**config.mk**
```make
export PLATFORM = sky130hd
export DESIGN_NAME = dma_requester
export DESIGN_NICKNAME = d
export VERILOG_FILES = /design/src/rtl/dma_requester_pkg.sv /design/src/rtl/dma_requester_fifo.sv /design/src/rtl/dma_requester.sv
export SDC_FILE = /design/constraint.sdc
export NUM_CORES = 1
export LEC_CHECK = 0
export BUFFER_PORTS_ARGS = -buffer_cell sky130_fd_sc_hd__clkbuf_2
export CORE_ASPECT_RATIO = 0.5
export CORE_UTILIZATION = 60
export CTS_CLUSTER_DIAMETER = 100
export DETAILED_ROUTE_END_ITERATION = 6
export PLACE_DENSITY = 0.78
export SYNTH_ARGS = -nofsm -noshare
export SYNTH_HDL_FRONTEND = slang
export SYNTH_SLANG_ARGS = --single-unit
```
**constraint.sdc**
```tcl
create_clock -name clock -period 3.75 [get_ports clock]
set_input_delay 0.75 -clock clock [delete_from_list [all_inputs] [get_ports clock]]
set_output_delay 0.75 -clock clock [all_outputs]
set_load 0.02 [all_outputs]
```
**src/rtl/dma_requester_pkg.sv**
```systemverilog
// Shared types for the DMA requester: FSM state encoding and transfer direction codes.
// No logic here; imported by the requester top.
package dma_requester_pkg;

  typedef enum logic [2:0] {
    ST_IDLE,
    ST_REQ,
    ST_XFER,
    ST_RELEASE,
    ST_FINISH
  } state_t;

  localparam logic DIR_DEV2MEM = 1'b0;
  localparam logic DIR_MEM2DEV = 1'b1;

endpackage

```
**src/rtl/dma_requester_fifo.sv**
```systemverilog
// Synchronous byte FIFO (module dma_fifo); zero read latency, head valid whenever empty=0.
// Push while full or pop while empty is dropped; push and pop in one cycle both complete.
module dma_fifo #(
  parameter int FIFO_DEPTH = 16
) (
  input  logic       clock,
  input  logic       reset,
  input  logic       push_vld,
  input  logic [7:0] push_dat,
  input  logic       pop_vld,
  output logic [7:0] head_dat,
  output logic       full,
  output logic       empty
);

  localparam int AW = $clog2(FIFO_DEPTH);

  logic [7:0]    mem [FIFO_DEPTH];
  logic [AW-1:0] wptr_q, wptr_d;
  logic [AW-1:0] rptr_q, rptr_d;
  logic [AW:0]   count_q, count_d;
  logic          push_fire;
  logic          pop_fire;

  assign full     = (count_q == (AW+1)'(FIFO_DEPTH));
  assign empty    = (count_q == '0);
  assign head_dat = mem[rptr_q];

  always_comb begin
    push_fire = push_vld && !full;
    pop_fire  = pop_vld && !empty;
    wptr_d    = wptr_q;
    rptr_d    = rptr_q;
    count_d   = count_q;
    if (push_fire) wptr_d = wptr_q + AW'(1);
    if (pop_fire)  rptr_d = rptr_q + AW'(1);
    case ({push_fire, pop_fire})
      2'b10:   count_d = count_q + (AW+1)'(1);
      2'b01:   count_d = count_q - (AW+1)'(1);
      default: count_d = count_q;
    endcase
  end

  always_ff @(posedge clock) begin
    if (!reset) begin
      wptr_q  <= '0;
      rptr_q  <= '0;
      count_q <= '0;
    end else begin
      wptr_q  <= wptr_d;
      rptr_q  <= rptr_d;
      count_q <= count_d;
    end
  end

  // Storage needs no reset: pointers and count define what is valid.
  always_ff @(posedge clock) begin
    if (push_fire) mem[wptr_q] <= push_dat;
  end

endmodule

```
**src/rtl/dma_requester.sv**
```systemverilog
// Single-transfer-mode DMA requester with TX/RX byte FIFOs; bus data driven combinationally in XFER.
// DRQ is held low while the selected FIFO cannot serve a byte; local side uses valid/ready.
module dma_requester
  import dma_requester_pkg::*;
#(
  parameter int FIFO_DEPTH = 16
) (
  input  logic       clock,
  input  logic       reset,
  output logic       dma_request,
  input  logic       dma_acknowledge_n,
  input  logic       io_read_n,
  input  logic       io_write_n,
  input  logic       terminal_count_n,
  input  logic [7:0] data_bus_in,
  output logic [7:0] data_bus_out,
  output logic       data_bus_out_enable,
  input  logic       start,
  input  logic       direction,
  input  logic       abort,
  output logic       busy,
  output logic       done,
  output logic       tc_seen,
  input  logic [7:0] wr_data,
  input  logic       wr_valid,
  output logic       wr_ready,
  output logic [7:0] rd_data,
  output logic       rd_valid,
  input  logic       rd_ready
);

  state_t     state_q, state_d;
  logic       dir_q, dir_d;
  logic       tc_flag_q, tc_flag_d;
  logic       tc_seen_q, tc_seen_d;
  logic       busy_q, busy_d;
  logic       aborted_q, aborted_d;
  logic [7:0] wdata_q, wdata_d;

  logic       tx_pop, rx_push;
  logic       tx_full, tx_empty, rx_full, rx_empty;
  logic [7:0] tx_head;
  logic       can_serve, strobe_n, drq, drive, done_c;

  dma_fifo #(.FIFO_DEPTH(FIFO_DEPTH)) u_tx_fifo (
    .clock    (clock),
    .reset    (reset),
    .push_vld (wr_valid),
    .push_dat (wr_data),
    .pop_vld  (tx_pop),
    .head_dat (tx_head),
    .full     (tx_full),
    .empty    (tx_empty)
  );

  dma_fifo #(.FIFO_DEPTH(FIFO_DEPTH)) u_rx_fifo (
    .clock    (clock),
    .reset    (reset),
    .push_vld (rx_push),
    .push_dat (wdata_q),
    .pop_vld  (rd_ready),
    .head_dat (rd_data),
    .full     (rx_full),
    .empty    (rx_empty)
  );

  always_comb begin
    state_d   = state_q;
    dir_d     = dir_q;
    tc_flag_d = tc_flag_q;
    tc_seen_d = tc_seen_q;
    busy_d    = busy_q;
    aborted_d = aborted_q;
    wdata_d   = wdata_q;
    tx_pop    = 1'b0;
    rx_push   = 1'b0;
    drive     = 1'b0;
    done_c    = 1'b0;
    can_serve = (dir_q == DIR_DEV2MEM) ? !tx_empty : !rx_full;
    strobe_n  = (dir_q == DIR_MEM2DEV) ? io_write_n : io_read_n;
    drq       = (state_q == ST_REQ) && can_serve;

    case (state_q)
      ST_IDLE: begin
        if (start) begin
          dir_d     = direction;
          tc_seen_d = 1'b0;
          tc_flag_d = 1'b0;
          aborted_d = 1'b0;
          busy_d    = 1'b1;
          state_d   = ST_REQ;
        end
      end
      ST_REQ: begin
        if (abort) begin
          aborted_d = 1'b1;
          state_d   = ST_RELEASE;
        end else if (drq && !dma_acknowledge_n && !strobe_n) begin
          // A strobe may be a single cycle, so the handshake cycle already samples data and TC.
          state_d = ST_XFER;
          if (!terminal_count_n) tc_flag_d = 1'b1;
          if (dir_q == DIR_MEM2DEV) wdata_d = data_bus_in;
          else                      drive   = 1'b1;
        end
      end
      ST_XFER: begin
        if (abort)             aborted_d = 1'b1;
        if (!terminal_count_n) tc_flag_d = 1'b1;
        if (strobe_n) begin
          if (!(aborted_q || abort)) begin
            if (dir_q == DIR_DEV2MEM) tx_pop  = 1'b1;
            else                      rx_push = 1'b1;
          end
          state_d = ST_RELEASE;
        end else if (dir_q == DIR_MEM2DEV) begin
          wdata_d = data_bus_in;
        end else if (!dma_acknowledge_n) begin
          drive = 1'b1;
        end
      end
      ST_RELEASE: begin
        if (abort) aborted_d = 1'b1;
        if (dma_acknowledge_n) begin
          if (aborted_q || abort) begin
            done_c    = 1'b1;
            busy_d    = 1'b0;
            tc_seen_d = 1'b0;
            state_d   = ST_IDLE;
          end else if (tc_flag_q) begin
            state_d = ST_FINISH;
          end else begin
            state_d = ST_REQ;
          end
        end
      end
      ST_FINISH: begin
        done_c    = 1'b1;
        tc_seen_d = 1'b1;
        busy_d    = 1'b0;
        state_d   = ST_IDLE;
      end
      default: state_d = ST_IDLE;
    endcase
  end

  always_ff @(posedge clock) begin
    if (!reset) begin
      state_q   <= ST_IDLE;
      dir_q     <= DIR_DEV2MEM;
      tc_flag_q <= 1'b0;
      tc_seen_q <= 1'b0;
      busy_q    <= 1'b0;
      aborted_q <= 1'b0;
      wdata_q   <= 8'h00;
    end else begin
      state_q   <= state_d;
      dir_q     <= dir_d;
      tc_flag_q <= tc_flag_d;
      tc_seen_q <= tc_seen_d;
      busy_q    <= busy_d;
      aborted_q <= aborted_d;
      wdata_q   <= wdata_d;
    end
  end

  assign dma_request         = drq;
  assign data_bus_out_enable = drive;
  assign data_bus_out        = drive ? tx_head : 8'h00;
  assign busy                = busy_q;
  assign done                = done_c;
  assign tc_seen             = tc_seen_q;
  assign wr_ready            = !tx_full;
  assign rd_valid            = !rx_empty;

endmodule

```
==> metrics.txt, run 1 <==
Final ANT Viol Nets 0; clock transition at the registers of the reported paths 0.07 ns; cell count after synthesis 705; CTS tree built; DP Worst Slack 0.4079 ns; worst path required time 3.00 ns; worst setup margin 0.1420 ns; Post-Syn Area 0.01232 mm^2; vias per cell 6.128; number of flops mapped to enable cells by yosys 256; post-synthesis cell type count 48; setup violators final 0; core area 0.01977 mm^2; final cell count without fillers 1056; clk sink count 306; Critical Path AT 2.86 ns; drt drc 0; Clk pwr share 40.4%; WL/cell 22.43 um; Filler cells 1212; pwr/cell area 510.6 mW/mm^2; Worst path max stage delay 0.63 ns; Die Span X 204.6 um; Tot GR Track Use 22.87%; DRT iter0 DRCs 543; layout cells sized above 1 25.57%; Pre-antenna DRT Iters 5; diodes inserted 0; prevailing post-synth register cell edfxtp_1; IO Count 50; register bit count reported by yosys 306; Slew headroom 43.80%; worst-margin pin slew 0.8399 ns; Nets 817; total power 7.085 mW; Crit Path Category register to output pin; Psw 1.532 mW; Hold WS 0.4459 ns; delay-heaviest family, CP simple AND/OR/NAND/NOR gates; Port Buf Inserts 49; Tcrit/Tclk final 96.21%; RSZ-0062 raised after global routing false; WHS Path Cells 3; clk_lat worst skew 0.53 ns; first-pass GRT wire length 35650 um; R2R Setup Slk 0.45 ns; largest net degree at the start of global routing 34; max_cap viols 0; Critical Path End Type output pin; # rows 36; CP Max Fanout 15; clock root buffer clkbuf_16; via count 6471; worst vdd ir 661.5 uV; ys async rst share 0%; Setup crit start kind register; CTS H-tree depth 1; Syn Area/Cell 17.47 um^2; Num CTS Buffers 26; area grow syn2layout 12.67%; initial antenna violation count 0; cell count after placement 1008; CTS Hold Bufs 0; Initial Util 62.28%; DP HPWL 14680 um; register area 0.008691 mm^2; WP buf/inv 1; clock skew 0.01735 ns; R2R depth 10; Combinational Power Share 5.6%; type of the worst min-delay path primary input to register; Sequential Power Share 54.0%; vias in the first global route 6170; sw frac 21.62%; Yosys warning total 0; Slew Viols, Final 0; global route total overflow 0; leakage power 4.731 nW; Multi-input gate area 0.003416 mm^2; status completed; critical path cell sequence nor4b_1, a21o_1, nand3_1, a211oi_1, clkbuf_2; die area 0.02114 mm^2; clock buffer depth 3; min Tclk post-route 3.608 ns; Peak Freq 277.2 MHz; synthesized net count 752; Die Ht 103.3 um; Final Wtd Congestion 0.8656; Stages on worst setup path 5; Int Pwr 5.553 mW; register area share after synthesis 70.55%; final hold vios 0; setup TNS 0 ns; wire length after detailed routing 23690 um; slowest CP cell dfxtp_1
[layout by cell type (no fill, tap or decap), types with 12 or more instances in the layout]
| cell type | instances |
|---|---|
| mux4_2 | 72 |
| dfxtp_1 | 48 |
| o21ai_0 | 17 |
| clkbuf_16 | 29 |
| mux2i_1 | 14 |
| inv_1 | 17 |
| nor2_1 | 56 |
| xor2_1 | 13 |
| ha_1 | 18 |
| clkbuf_2 | 49 |
| edfxtp_1 | 256 |
| nand2_1 | 34 |
| a211oi_1 | 17 |
| a21oi_1 | 15 |
| nand3_1 | 14 |
| nor2b_1 | 12 |
| buf_4 | 22 |
[layer usage]
metal  track usage (%)  up-vias  part of all wire, %
met2             37.01      232                   49
met5                 0        -                    0
met3             4.919       36                  6.1
met1             32.54     3301                   43
li1                  -     2902                    -
met4             5.109        0                  1.7
[final timing paths]
kind                                     start              endpoint
worst min register to register            busy                  busy
worst max-delay path                state_q[0]       data_bus_out[6]
worst max register to register      state_q[1]  u_rx_fifo.count_q[4]
worst min-delay path            data_bus_in[1]            wdata_q[1]
[final cells by class]
class                           count  share of cell area (%)
Clock inverter                     15                   1.163
Sequential cell                   306                   62.63
Clock buffer                       33                   5.482
Timing Repair Buffer               73                   3.246
Tap cell                          266                   2.399
Inverter                           17                  0.4599
Multi-Input combinational cell    346                   24.62
[worst reg2reg max path, delay by kind of cell (launching register included)]
kind / cells / cell delay [ns]
AOI/OAI and AO/OA: 3 / 0.66
adders and majority gates: 2 / 0.58
buffers and inverters: 1 / 0.13
DFF: 1 / 0.58
muxes: 1 / 0.13
and+or+nand+nor: 3 / 1.10
[registers in the layout, indices dropped and copies added (netlist names), named ones only]
register / flops
tc_seen: 1
u_tx_fifo.mem: 128
busy: 1
u_rx_fifo.count_q: 5
u_tx_fifo.wptr_q: 4
wdata_q: 8
u_rx_fifo.wptr_q: 4
tc_flag_q: 1
dir_q: 1
u_rx_fifo.rptr_q: 4
u_rx_fifo.mem: 128
u_tx_fifo.rptr_q: 4
u_tx_fifo.count_q: 5
state_q: 3
aborted_q: 1
[cells in the mapped netlist (all sizes together) (2+ instances only)]
| master | number | area [um^2] |
|---|---|---|
| nor3 | 9 | 45.04 |
| mux4 | 72 | 1622 |
| and3 | 2 | 12.51 |
| clkbuf | 19 | 71.32 |
| a21o | 4 | 30.03 |
| fa | 2 | 40.04 |
| xor2 | 13 | 113.9 |
| nor2b | 12 | 75.07 |
| or3b | 2 | 17.52 |
| nand3 | 14 | 70.07 |
| buf | 17 | 81.33 |
| edfxtp | 256 | 7687 |
| nand2 | 35 | 133.9 |
| nand4 | 5 | 31.28 |
| xnor2 | 5 | 43.79 |
| nor2 | 56 | 210.2 |
| inv | 17 | 63.81 |
| a2111oi | 2 | 55.05 |
| nor4 | 5 | 52.55 |
| mux2i | 14 | 140.1 |
| dfxtp | 50 | 1001 |
| o21ai | 17 | 85.08 |
| o31ai | 2 | 15.01 |
| nor3b | 2 | 15.01 |
| a21oi | 15 | 75.07 |
| or3 | 2 | 12.51 |
| ha | 18 | 225.2 |
| nand2b | 5 | 31.28 |
| a21boi | 2 | 15.01 |
| a211oi | 18 | 135.1 |
| or2 | 2 | 12.51 |
[cell families (layout without fill, tap and decap cells)]
kind of cell | after synthesis | after routing | share of synthesized area, %
AOI/OAI and AO/OA | 68 | 68 | 3.891
buffers and inverters | 53 | 138 | 1.758
muxes | 87 | 87 | 14.40
xor gates and xnor gates | 18 | 18 | 1.280
adders and majority gates | 20 | 20 | 2.154
DFF | 306 | 306 | 70.55
and+or+nand+nor | 153 | 153 | 5.974
[stage by stage]
step | util [%] | cell area, um^2
floorplan | - | 12320
global placement | 65.48 | 12950
detailed placement | 65.48 | 12950
CTS | 70.15 | 13870
global route | 70.17 | 13880
finish | 70.17 | 13880
[timing repair]
item | CTS | global route
resized for setup | 0 | 1
setup buffers | 0 | 0
setup endpoints to repair | 0 | 1
[power groups by stage]
stage,clock (mW),sequential [mW],combinational [mW]
after floorplan,0,3.86,0.300
after global placement,0,3.89,0.383
after detailed placement,0,3.90,0.395
after CTS,2.89,3.82,0.399
after global routing,3.02,3.83,0.437
final,2.86,3.82,0.399
Power figures use the tool's default switching activity.
==> run 2, diff against run 1 <==
--- a/config.mk
+++ b/config.mk
@@ -7,10 +7,10 @@
 export LEC_CHECK = 0
 export BUFFER_PORTS_ARGS = -buffer_cell sky130_fd_sc_hd__clkbuf_2
 export CORE_ASPECT_RATIO = 0.5
-export CORE_UTILIZATION = 60
+export CORE_UTILIZATION = 55
 export CTS_CLUSTER_DIAMETER = 100
 export DETAILED_ROUTE_END_ITERATION = 6
-export PLACE_DENSITY = 0.78
+export PLACE_DENSITY = 0.75
 export SYNTH_ARGS = -nofsm -noshare
 export SYNTH_HDL_FRONTEND = slang
 export SYNTH_SLANG_ARGS = --single-unit
==> constraint.sdc (replaced) <==
create_clock -name clock -period 3.2 [get_ports clock]
set_input_delay 0.48 -clock clock [delete_from_list [all_inputs] [get_ports clock]]
set_output_delay 0.48 -clock clock [all_outputs]
set_load 0.02 [all_outputs]
==> metrics.txt, run 2 (synthesized netlist as in run 1, its figures left out) <==
Reg2Reg Launch Point state_q[0]; clk_lat worst skew 0.54 ns; most frequent cells in the layout 256 x edfxtp_1, 72 x mux4_2, 56 x nor2_1, 49 x clkbuf_2, 48 x dfxtp_1; Top Registers u_rx_fifo.mem x128, u_tx_fifo.mem x128, wdata_q x8; Die Ht 107.8 um; vias in the first global route 6544; status completed; type of the worst min-delay path primary input to register; Peak Freq 323.0 MHz; worst vdd ir 378.1 uV; setup violators final 0; RSZ-0062 raised after global routing false; leakage power 4.770 nW; Num CTS Buffers 26; layout cells sized above 1 26.96%; first-pass GRT wire length 36430 um; Setup crit start kind register; DP HPWL 14880 um; min Tclk post-route 3.096 ns; largest net degree at the start of global routing 34; Tcrit/Tclk final 96.75%; worst path required time 2.72 ns; Initial Util 56.43%; setup bufs post-CTS 0; clock buffer depth 3; final hold vios 0; area grow syn2layout 13.46%; IO Count 50; core area 0.02182 mm^2; max_cap viols 0; R2R depth 10; Port Buf Inserts 49; clock skew 0.01159 ns; Tot GR Track Use 21.55%; worst-margin pin slew 1.019 ns; Critical Path AT 2.62 ns; drt drc 0; clock transition at the registers of the reported paths 0.07 ns; WHS Path Cells 3; initial antenna violation count 0; Final Wtd Congestion 0.8684; Final ANT Viol Nets 0; total power 8.051 mW; WL/cell 21.58 um; via count 6462; CTS tree built; Slew headroom 32.00%; pwr/cell area 576.2 mW/mm^2; R2R Setup Slk 0.28 ns; Nets 832; wire length after detailed routing 23850 um; CTS Hold Bufs 0; Critical Path Sink data_bus_out[0]; Slew Viols, Final 0; Die Span X 213.6 um; CTS H-tree depth 1; CP Max Fanout 10; DRT iter0 DRCs 561; FF-to-FF End u_rx_fifo.count_q[4]; setup TNS 0 ns; global route total overflow 0; die area 0.02303 mm^2; Pre-antenna DRT Iters 5; vias per cell 5.848; diodes inserted 0; Critical Path End Type output pin; Crit Path Category register to output pin; clock root buffer clkbuf_16; commonest non-fill, non-tap cell in the layout edfxtp_1; clk sink count 306; # rows 38
## run 2: changes by cell type in the layout (fill, tap and decap cells not counted), moves of 2 or more
| cell | change |
|---|---|
| buf_4 | +14 |
| bufinv_16 | -3 |
| clkbuf_1 | +4 |
| clkbuf_8 | +2 |
| clkinvlp_4 | +2 |
| inv_4 | -2 |
## run 2: worst min-delay path by stage
stage,slack [ns],startpoint,to
global route,0.16,data_bus_in[2],wdata_q[2]
finish,0.16,data_bus_in[3],wdata_q[3]
CTS,0.14,data_bus_in[4],wdata_q[4]
floorplan,0.44,tc_flag_q,state_q[2]
detailed placement,0.47,busy,busy
global placement,0.44,busy,busy
## run 2: per-stage QoR
step                      instances  hold slack, ns  instance area (um^2)  setup WS (ns)  util [%]
final                          1105          0.1554                 13970         0.1040     64.03
after global routing           1105          0.1577                 13970       0.007769     64.03
after CTS                      1105          0.1419                 13950        0.02252     63.93
after detailed placement       1057          0.4703                 13120         0.1718     60.10
after global placement         1057          0.4418                 13120         0.2104     60.10
after floorplan                 705          0.4365                 12320         0.2063         -
## run 2: report_power, final
group,internal (mW),switching (mW),leakage (nW)
Sequential,4.38,0.0629,2.90
Clock,1.69,1.39,0.410
Combinational,0.208,0.312,1.46
## run 2: routing by layer
layer	wire length, um	up-vias	global-route usage (%)
li1	-	2920	-
met1	9977	3308	28.52
met2	11890	183	36.15
met3	1296	51	4.580
met4	687	0	6.480
met5	0	-	0
## run 2: cell type report
cell class,count,area (um^2)
multi-input combinational,346,3432
clock inverter,10,57.56
fill,1515,7850
tap,300,375.4
sequential,306,8691
inverter,17,63.81
clock buffer,38,778.2
timing repair buffer,88,575.6
## run 2: critical path: stages (launching register included)
cell	delay [ns]
dfxtp_2	0.43
buf_4	0.27
mux4_2	0.53
nor2b_1	0.17
a211oi_2	0.36
a211oi_2	0.11
clkbuf_2	0.21
## run 2: what timing repair did
action | 4_1_cts | 5_1_grt
resized for setup | 0 | 4
endpoints found under the hold margin | 0 | 0
setup endpoints to repair | 0 | 8
==> run 3, diff against run 2 <==
--- a/config.mk
+++ b/config.mk
@@ -10,7 +10,8 @@
 export CORE_UTILIZATION = 55
 export CTS_CLUSTER_DIAMETER = 100
 export DETAILED_ROUTE_END_ITERATION = 6
-export PLACE_DENSITY = 0.75
+export PLACE_DENSITY = 0.81
+export SETUP_SLACK_MARGIN = 0.2
 export SYNTH_ARGS = -nofsm -noshare
 export SYNTH_HDL_FRONTEND = slang
 export SYNTH_SLANG_ARGS = --single-unit
==> metrics.txt, run 3 (synthesized netlist as in run 1, its figures left out) <==
Reg2Reg Launch Point state_q[1]; Final ANT Viol Nets 0; largest net degree at the start of global routing 34; Metal-1 WL 10220 um; clock root buffer clkbuf_16; area grow syn2layout 14.24%; Met3 Wirelength 1617 um; Psw 1.768 mW; worst path required time 2.72 ns; initial antenna violation count 0; sw frac 21.90%; RSZ-0062 raised after global routing true; status completed; setup violators final 0; Setup crit start kind register; commonest non-fill, non-tap cell in the layout edfxtp_1; DRT iter0 DRCs 820; worst setup margin 0.2518 ns; Slew headroom 27.14%; FF-to-FF End u_rx_fifo.count_q[4]; Die Ht 107.8 um; R2R Setup Slk 0.32 ns; vias in the first global route 6628; worst-margin pin slew 1.092 ns; IO Count 50; pwr/cell area 573.8 mW/mm^2; register area 0.008693 mm^2; setup TNS 0 ns; layout cells sized above 1 27.92%; Tot GR Track Use 22.30%; type of the worst min-delay path primary input to register; Sequential Power Share 55.1%; Int Pwr 6.305 mW; total power 8.073 mW; Tcrit/Tclk final 92.13%; Peak Freq 339.2 MHz; Pre-antenna DRT Iters 7; clock skew 0.01212 ns; Crit Path Category register to output pin; Clk pwr share 38.1%; clock transition at the registers of the reported paths 0.07 ns; Nets 836; Top Registers u_rx_fifo.mem x128, u_tx_fifo.mem x128, wdata_q x8; global route total overflow 0; # rows 38; Hold Crit Start data_bus_in[2]; Multi-input gate area 0.003493 mm^2; Filler cells 1421; Hold WS 0.1843 ns; R2R depth 10; clock buffer depth 3; Die Span X 213.6 um; Port Buf Inserts 49; WL/cell 22.52 um; Critical Path AT 2.47 ns; diodes inserted 0; DP HPWL 14980 um; first-pass GRT wire length 38010 um; Critical Path End Type output pin; CTS H-tree depth 1; max_cap viols 0; min Tclk post-route 2.948 ns; Final Wtd Congestion 0.8678; WHS Endpoint wdata_q[2]; final hold vios 0; leakage power 4.805 nW; Combinational Power Share 6.8%; metal2 WL 12570 um; clk_lat worst skew 0.52 ns; DP Worst Slack 0.1303 ns; core area 0.02182 mm^2; wire length after detailed routing 24910 um; clk sink count 306; drt drc 0; vias per cell 6.035; WHS Path Cells 3; worst vdd ir 326.7 uV; Num CTS Buffers 26; Initial Util 56.43%; Slew Viols, Final 0; via count 6675; die area 0.02303 mm^2; most frequent cells in the layout 256 x edfxtp_1, 72 x mux4_2, 56 x nor2_1, 48 x dfxtp_1, 48 x clkbuf_2; CP Max Fanout 14; CTS tree built; DR top layer met4
## run 3: cell type report
type	count	area share, %
Clock buffer	32	4.936
Timing Repair Buffer	92	4.482
Multi-Input combinational cell	346	24.83
Tap cell	300	2.668
Inverter	17	0.4535
Sequential cell	306	61.79
Clock inverter	13	0.8448
## run 3: worst max-delay path by stage
| stage | from | end | slack, ns | depth (start not counted) |
|---|---|---|---|---|
| finish | state_q[1] | data_bus_out[3] | 0.25 | 6 |
| global placement | abort | u_rx_fifo.count_q[4] | 0.22 | 11 |
| global route | state_q[1] | u_rx_fifo.count_q[4] | 0.17 | 10 |
| detailed placement | abort | u_rx_fifo.count_q[4] | 0.13 | 11 |
| floorplan | state_q[1] | u_rx_fifo.count_q[4] | 0.21 | 10 |
| CTS | register | data_bus_out[2] | 0.20 | 6 |
## run 3: critical path, cell delays in order, from the launching register on
cell	delay, ns
dfxtp_1	0.32
buf_4	0.18
xnor2_1	0.13
nor4_1	0.47
nand3_4	0.31
a211oi_1	0.31
clkbuf_2	0.23
## run 3: power by group through the flow
| stage | combinational, mW | clock [mW] | sequential [mW] |
|---|---|---|---|
| 2_1_floorplan | 0.351 | 0 | 4.52 |
| 3_3_place_gp | 0.500 | 0 | 4.52 |
| 3_5_place_dp | 0.515 | 0 | 4.53 |
| 4_1_cts | 0.529 | 3.11 | 4.44 |
| 5_1_grt | 0.604 | 3.26 | 4.45 |
| 6_report | 0.550 | 3.08 | 4.45 |
## run 3: routing by layer
| layer | GRT usage (%) | vias to the layer above |
|---|---|---|
| met5 | 0 | - |
| met4 | 5.612 | 0 |
| met3 | 4.055 | 48 |
| met2 | 37.85 | 292 |
| met1 | 30.03 | 3403 |
| li1 | - | 2932 |
## run 3: what timing repair did
action	CTS	global route
endpoints found under the setup margin	9	10
hold buffers	0	0
pin swaps	1	2
cloned	1	0
buffers inserted	0	7
resized for setup	8	14
endpoints found under the hold margin	0	0
## run 3: through the flow
| stage | util, % | area (um^2) | std cells |
|---|---|---|---|
| floorplan | - | 12320 | 705 |
| global placement | 59.91 | 13070 | 1053 |
| detailed placement | 59.91 | 13070 | 1053 |
| CTS | 63.95 | 13960 | 1099 |
| global route | 64.47 | 14070 | 1106 |
| finish | 64.47 | 14070 | 1106 |
